[config.mk]
export PLATFORM = sky130hd
export DESIGN_NAME = axis_packetizer
export DESIGN_NICKNAME = d
export VERILOG_FILES = /design/src/rtl/axis_packetizer_pkg.sv /design/src/rtl/axis_packetizer_outreg.sv /design/src/rtl/axis_packetizer.sv
export SDC_FILE = /design/constraint.sdc
export NUM_CORES = 1
export LEC_CHECK = 0
export CORE_MARGIN = 1
export CORE_UTILIZATION = 50
export DETAILED_ROUTE_END_ITERATION = 7
export PLACE_DENSITY_LB_ADDON = 0.08
export SLEW_MARGIN = 0
export SYNTH_ARGS = -nofsm -noshare
export SYNTH_HDL_FRONTEND = slang
export SYNTH_SLANG_ARGS = --single-unit
[constraint.sdc]
create_clock -name clk_usr -period 6.6 [get_ports clk_usr]
set_input_delay 0.66 -clock clk_usr [delete_from_list [all_inputs] [get_ports clk_usr]]
set_output_delay 0.66 -clock clk_usr [all_outputs]
set_load 0.02 [all_outputs]
[src/rtl/axis_packetizer_pkg.sv]
// ---------------------------------------------------------------------------
// axis_packetizer_pkg
// Shared types for the AXI-Stream packetizer: the hold-stage FSM states, the
// beat record carried through the hold and output stages, the datapath widths
// that record is built from, and a small width helper for the counters.
// No ports (package).
// ---------------------------------------------------------------------------
package axis_packetizer_pkg;

  // The hold-beat record is sized from these; the top-level width parameters
  // default to the same values and must agree with them.
  localparam int PKT_TDATA_W = 32;
  localparam int PKT_TID_W   = 2;
  localparam int PKT_TDEST_W = 4;

  // EMPTY: nothing held. HOLD: beat held, end-of-packet still undecided.
  // FLUSH: beat held and known to be last (or known not to need deciding).
  typedef enum logic [1:0] {
    EMPTY = 2'd0,
    HOLD  = 2'd1,
    FLUSH = 2'd2
  } pkt_state_e;

  typedef struct packed {
    logic [PKT_TDATA_W-1:0] data;
    logic                   last;
    logic [PKT_TDEST_W-1:0] dest;
    logic [PKT_TID_W-1:0]   id;
  } hold_beat_t;

  // Bits needed to hold values 0..max_val, never less than one.
  function automatic int bits_for(input int max_val);
    int w;
    w = $clog2(max_val + 1);
    return (w < 1) ? 1 : w;
  endfunction

endpackage

[src/rtl/axis_packetizer_outreg.sv]
// ---------------------------------------------------------------------------
// axis_packetizer_outreg
// Registered AXI-Stream output slice. Accepts a beat whenever the slice is
// free (empty or being drained this cycle) and holds its contents stable while
// the downstream side stalls.
// Ports:
//   i_clk, i_rst  clock and asynchronous active-high reset
//   i_load        a new beat is offered this cycle (only taken when o_free)
//   i_beat        the beat offered
//   i_ready       downstream ready
//   o_free        slice can take a beat this cycle (!valid || ready)
//   o_valid, o_data, o_last, o_dest, o_id   registered AXIS outputs
// ---------------------------------------------------------------------------
module axis_packetizer_outreg
  import axis_packetizer_pkg::*;
(
  input  logic                   i_clk,
  input  logic                   i_rst,
  input  logic                   i_load,
  input  hold_beat_t             i_beat,
  input  logic                   i_ready,
  output logic                   o_free,
  output logic                   o_valid,
  output logic [PKT_TDATA_W-1:0] o_data,
  output logic                   o_last,
  output logic [PKT_TDEST_W-1:0] o_dest,
  output logic [PKT_TID_W-1:0]   o_id
);

  hold_beat_t r_beat;
  logic       r_valid;

  assign o_free = !r_valid || i_ready;

  // Output register: only changes when free, so a stalled beat stays put and
  // valid drops after a handshake when nothing new arrives.
  always_ff @(posedge i_clk or posedge i_rst) begin
    if (i_rst) begin
      r_valid <= 1'b0;
      r_beat  <= '0;
    end else if (o_free) begin
      r_valid <= i_load;
      if (i_load) begin
        r_beat <= i_beat;
      end
    end
  end

  assign o_valid = r_valid;
  assign o_data  = r_beat.data;
  assign o_last  = r_beat.last;
  assign o_dest  = r_beat.dest;
  assign o_id    = r_beat.id;

endmodule

[src/rtl/axis_packetizer.sv]
// ---------------------------------------------------------------------------
// axis_packetizer
// Turns a loosely framed user stream into bounded AXI-Stream packets. One beat
// is held back so that tlast can still be set on it if the input goes idle.
// A packet closes on user tlast, on reaching MAX_PKT_BEATS, or after
// IDLE_TIMEOUT idle cycles with a beat held (0 disables the timeout).
// tdest/tid are sampled from cfg_* on the first beat of each packet.
// Ports:
//   clk_usr, rst_usr        clock, asynchronous active-high reset
//   s_tvalid/s_tready/s_tdata/s_tlast   upstream stream
//   cfg_tdest, cfg_tid      per-packet routing fields
//   m_tvalid/m_tready/m_tdata/m_tlast/m_tdest/m_tid   registered downstream
//   pkt_count               packets emitted (tlast handshakes), wraps
//   flush_count             packets closed by idle timeout, wraps
// ---------------------------------------------------------------------------
module axis_packetizer
  import axis_packetizer_pkg::*;
#(
  parameter int TDATA_WIDTH   = PKT_TDATA_W,
  parameter int TID_WIDTH     = PKT_TID_W,
  parameter int TDEST_WIDTH   = PKT_TDEST_W,
  parameter int MAX_PKT_BEATS = 16,
  parameter int IDLE_TIMEOUT  = 64,
  parameter int CNT_WIDTH     = 32
) (
  input  logic                   clk_usr,
  input  logic                   rst_usr,
  input  logic                   s_tvalid,
  output logic                   s_tready,
  input  logic [TDATA_WIDTH-1:0] s_tdata,
  input  logic                   s_tlast,
  input  logic [TDEST_WIDTH-1:0] cfg_tdest,
  input  logic [TID_WIDTH-1:0]   cfg_tid,
  output logic                   m_tvalid,
  input  logic                   m_tready,
  output logic [TDATA_WIDTH-1:0] m_tdata,
  output logic                   m_tlast,
  output logic [TDEST_WIDTH-1:0] m_tdest,
  output logic [TID_WIDTH-1:0]   m_tid,
  output logic [CNT_WIDTH-1:0]   pkt_count,
  output logic [CNT_WIDTH-1:0]   flush_count
);

  localparam int CW = bits_for(MAX_PKT_BEATS);
  localparam int IW = bits_for(IDLE_TIMEOUT);
  localparam logic [CW-1:0] MAX_CNT   = CW'(MAX_PKT_BEATS);
  localparam logic [IW-1:0] IDLE_LAST = IW'((IDLE_TIMEOUT > 0) ? IDLE_TIMEOUT - 1 : 0);

  pkt_state_e    r_state, w_state_next;
  hold_beat_t    r_hold, w_hold_next;
  logic [CW-1:0] r_beat_cnt, w_beat_cnt_next, w_new_cnt;
  logic [IW-1:0] r_idle_cnt, w_idle_cnt_next;

  logic w_o_free;
  logic w_accept;
  logic w_h_move;
  logic w_timeout;
  logic w_first;
  logic w_load_last;

  // s_tready combinationally follows m_tready through o_free so the hold
  // stage can swap beats every cycle without bubbles.
  assign s_tready = !rst_usr && ((r_state == EMPTY) || w_o_free);
  assign w_accept = s_tvalid && s_tready;

  // Next-state logic for the hold stage. A beat arriving while not in HOLD
  // starts a packet: in FLUSH the held beat leaves as last in the same cycle,
  // and EMPTY is only ever reached at a packet boundary.
  always_comb begin
    w_state_next    = r_state;
    w_hold_next     = r_hold;
    w_beat_cnt_next = r_beat_cnt;
    w_idle_cnt_next = '0;
    w_h_move        = 1'b0;
    w_timeout       = 1'b0;
    w_first         = (r_state != HOLD);
    w_new_cnt       = w_first ? CW'(1) : (r_beat_cnt + 1'b1);
    w_load_last     = s_tlast || (w_new_cnt == MAX_CNT);

    case (r_state)
      EMPTY: begin
        w_h_move = 1'b0;
      end
      HOLD: begin
        if (w_accept) begin
          w_h_move = 1'b1;
        end else if ((IDLE_TIMEOUT > 0) && (r_idle_cnt == IDLE_LAST)) begin
          w_timeout        = 1'b1;
          w_hold_next.last = 1'b1;
          w_state_next     = FLUSH;
        end else if (IDLE_TIMEOUT > 0) begin
          w_idle_cnt_next = r_idle_cnt + 1'b1;
        end
      end
      FLUSH: begin
        if (w_accept) begin
          w_h_move = 1'b1;
        end else if (w_o_free) begin
          w_h_move        = 1'b1;
          w_state_next    = EMPTY;
          w_beat_cnt_next = '0;
        end
      end
      default: begin
        w_state_next    = EMPTY;
        w_beat_cnt_next = '0;
      end
    endcase

    if (w_accept) begin
      w_hold_next.data = s_tdata;
      w_hold_next.last = w_load_last;
      w_hold_next.dest = w_first ? cfg_tdest : r_hold.dest;
      w_hold_next.id   = w_first ? cfg_tid : r_hold.id;
      w_beat_cnt_next  = w_new_cnt;
      w_state_next     = w_load_last ? FLUSH : HOLD;
    end
  end

  // Hold-stage state, held beat and packet/idle counters.
  always_ff @(posedge clk_usr or posedge rst_usr) begin
    if (rst_usr) begin
      r_state    <= EMPTY;
      r_hold     <= '0;
      r_beat_cnt <= '0;
      r_idle_cnt <= '0;
    end else begin
      r_state    <= w_state_next;
      r_hold     <= w_hold_next;
      r_beat_cnt <= w_beat_cnt_next;
      r_idle_cnt <= w_idle_cnt_next;
    end
  end

  // Statistics: emitted packets are counted at the downstream handshake,
  // timeout closures when the held beat is forced last.
  always_ff @(posedge clk_usr or posedge rst_usr) begin
    if (rst_usr) begin
      pkt_count   <= '0;
      flush_count <= '0;
    end else begin
      if (m_tvalid && m_tready && m_tlast) begin
        pkt_count <= pkt_count + 1'b1;
      end
      if (w_timeout) begin
        flush_count <= flush_count + 1'b1;
      end
    end
  end

  axis_packetizer_outreg u_outreg (
    .i_clk   (clk_usr),
    .i_rst   (rst_usr),
    .i_load  (w_h_move),
    .i_beat  (r_hold),
    .i_ready (m_tready),
    .o_free  (w_o_free),
    .o_valid (m_tvalid),
    .o_data  (m_tdata),
    .o_last  (m_tlast),
    .o_dest  (m_tdest),
    .o_id    (m_tid)
  );

endmodule

==> results.md <==
- Htree depth: 4
- Synthesis warning total: 0
- Power per cell area: 352.2 mW/mm^2
- Setup TNS: 0 ns
- WP data arrival: 2.59 ns
- Die area: approximately 0.014 mm^2
- Peak supply drop: 205.4 uV
- Worst Path Max Fanout: 93
- #FFs+latches synth: 157
- Layout area overhead: 34.50%
- First-pass DRT Iterations: 4
- Hold Crit Class: register to register
- Fin crit share: 49.24%
- Hold depth: 1
- Crit-path slowest cell: inv_6
- Via Count: approximately 4700
- Starting density of the core: approximately half
- Synth unique cells: 39
- Number of global-route vias before repair: 4640
- Max Root-Sink Buffers: 2
- F_max: 307.7 MHz
- Post-Syn Area: 0.006575 mm^2
- Final Util: 69.51%
- Clk_skew: 0.01031 ns
- Syn nets: 624
- DRC marker count from the first detailed-route iteration: about 200
- Total CTS buffers: 17
- WHS: 0.4618 ns
- GR Overflow Total: 0
- Core area: roughly 0.013 mm^2
- WL per Instance: 15.08 um
- Leak: 0.003927 uW
- Largest net degree at the start of global routing: 94
- Post_cts resized: 0
- Hold buffer count at cts: 0
- DRT antenna net count: 0
- Die span in x: between 100 and 150 um
- Clock Root Buffer: clkbuf_16
- Final setup violation count: 0
- Fin. Hold Viols: 0
- Setup crit start: rst_usr
- Chip height: approximately 120 um
- Setup crit end kind: output port
- DPL Wire Length: 9.129 mm
- Multi-input logic area: 0.002545 mm^2
- Io pins: 148
- Cells after Synth: 574
- Final Cell Area: 0.008843 mm^2
- Crit path to: s_tready
- Tightest Pin Transition: ~1.2 ns
- Crit path time final: 3.250 ns
- Storage element area: 0.003929 mm^2
- Fin cells: 910
- Most used cell, CP: clkdlybuf4s50_1
- Reg2Reg Capture Point: u_outreg.o_dest[0]$_DFFE_PP0P_
- Slowest cell delay on critical path: 0.60 ns
- CP Class: input port to output port
- Nets: 775
- Filler cell count in the final layout: a little under 1000
- TritonCTS clock tree: yes
- First-pass GRT wire length: 22.53 mm
- Reg2reg start: r_state[1]$_DFFE_PP0P_
- Worst skew pair latency: 0.43 ns
- Post-synthesis sequential area ratio: 59.75%
- Maxcap violations: 0
- Number of remaining DRC errors: 0
- GRT Total Usage: 21.81%
- Startpoint types: input port
- Fin. max-slew vios: 0
- Status: finished clean
- Avg Synthesized Cell Area: between 10 and 15 um^2
- Setup bufs post-CTS: 0
- RSZ-0062 raised after global routing: false
- Layout cells sized above 1: 11.92%
- Vias per cell: approximately 5
- Reg clk slew, reported paths: 0.06 ns
- Final wirelength: 13.73 mm
- Post-DP Area: 0.008199 mm^2
- Diodes inserted: 0
- Placed Cells incl. Taps: 878
- RePlAce Congestion: 0.7592
- Row Count: 41
- R2R Setup Slk: 3.69 ns
- CP Cell Sequence: clkdlybuf4s50_1, inv_6, and2_1, clkdlybuf4s50_1
- Initial antenna violation count: 0
- IO Port Bufs: around 150
- Req. time, crit path: 5.94 ns
- R2R depth: 6
- Clk sinks: ~160
- Slew HR: 22.98%
==> power by group <==
part	internal (uW)	total, uW	switching (uW)
clock network	672	1050	378
registers	1150	1270	118
logic	409	797	388
==> sequential cells by signal, summed over array words and instances (netlist names) <==
name,cells
u_outreg.o_last,1
pkt_count,32
u_outreg.o_data,32
r_idle_cnt,7
u_outreg.o_id,2
u_outreg.o_dest,4
flush_count,32
r_state,2
r_hold,39
r_beat_cnt,5
u_outreg.o_valid,1
==> cell usage after synthesis (all sizes together) <==
library cell | n | area share, %
dfrtp | 157 | 60
nand2 | 131 | 7.5
xnor2 | 51 | 6.8
mux2 | 46 | 7.9
nand3 | 30 | 2.3
nand4 | 27 | 2.6
nor2 | 24 | 1.4
xor2 | 18 | 2.4
and3 | 13 | 1.2
buf | 10 | 0.97
nor3 | 9 | 0.93
clkbuf | 7 | 0.40
ha | 7 | 1.3
o21ai | 6 | 0.51
a21oi | 5 | 0.38
inv | 5 | 0.29
a21boi | 3 | 0.34
nand2b | 3 | 0.29
nor2b | 3 | 0.29
nor4 | 3 | 0.38
and2 | 2 | 0.23
and4 | 2 | 0.27
o31ai | 2 | 0.23
or3 | 2 | 0.19
a21o | 1 | 0.11
a22o | 1 | 0.13
a311o | 1 | 0.15
nor3b | 1 | 0.11
nor4b | 1 | 0.36
o21a | 1 | 0.11
or2 | 1 | 0.095
or3b | 1 | 0.13
==> routing by layer <==
| metal | GRT usage (%) | routed length, um | vias up |
|---|---|---|---|
| met4 | 8.354 | 199 | 0 |
| li1 | - | - | 2237 |
| met1 | 28.24 | 6069 | 2296 |
| met5 | 0 | 0 | - |
| met2 | 34.64 | 6532 | 133 |
| met3 | 6.591 | 923 | 14 |
==> placed cells by master, fill, tap and decap left out, types with 13 or more instances in the layout <==
master | netlist | layout
nand2_1 | 131 | 131
nand4_1 | 27 | 27
clkbuf_16 | 0 | 17
and3_1 | 13 | 13
mux2_2 | 46 | 46
nand3_1 | 30 | 30
nor2_1 | 24 | 23
clkdlybuf4s50_1 | 0 | 147
dfrtp_1 | 157 | 157
xor2_1 | 18 | 18
xnor2_1 | 51 | 51
==> how the worst min path moves through the flow <==
stage                                 start                       to  slack [ns]
finish              r_idle_cnt[0]$_DFF_PP0_  r_idle_cnt[0]$_DFF_PP0_        0.46
detailed placement  r_idle_cnt[0]$_DFF_PP0_  r_idle_cnt[0]$_DFF_PP0_        0.45
global route        r_idle_cnt[0]$_DFF_PP0_  r_idle_cnt[0]$_DFF_PP0_        0.48
CTS                 r_idle_cnt[0]$_DFF_PP0_  r_idle_cnt[0]$_DFF_PP0_        0.46
floorplan           r_idle_cnt[0]$_DFF_PP0_  r_idle_cnt[0]$_DFF_PP0_        0.43
global placement      r_hold[9]$_DFFE_PP0P_    r_hold[9]$_DFFE_PP0P_        0.45
==> area by class of cell <==
class | count | share of cell area (%)
flip-flops and latches | 157 | 44.43
inverters | 5 | 0.2688
multi-input cells | 395 | 28.78
well taps | 172 | 2.433
repair buffers | 149 | 16.81
clock buffers | 22 | 5.475
clock inverters | 10 | 1.811
==> metrics by stage <==
step	power [uW]	setup WS, ns
2_1_floorplan	1716	1.495
3_3_place_gp	2061	3.300
3_5_place_dp	2085	3.278
4_1_cts	3143	3.275
5_1_grt	3258	3.189
6_report	3114	3.350
==> worst max-delay path: cells and delay by family <==
kind                   cells  cell delay [ns]
and+or+nand+nor            1             0.22
buffers and inverters      3             1.69
==> kinds of logic after synthesis <==
kind of cell               synth area share (%)
adders and majority gates                 1.332
AOI/OAI and AO/OA                         1.979
buffers and inverters                     1.655
DFF                                       59.75
xor gates and xnor gates                  9.191
muxes                                     7.878
and+or+nand+nor                           18.21
Note: power is estimated with default switching activity, not from simulation.
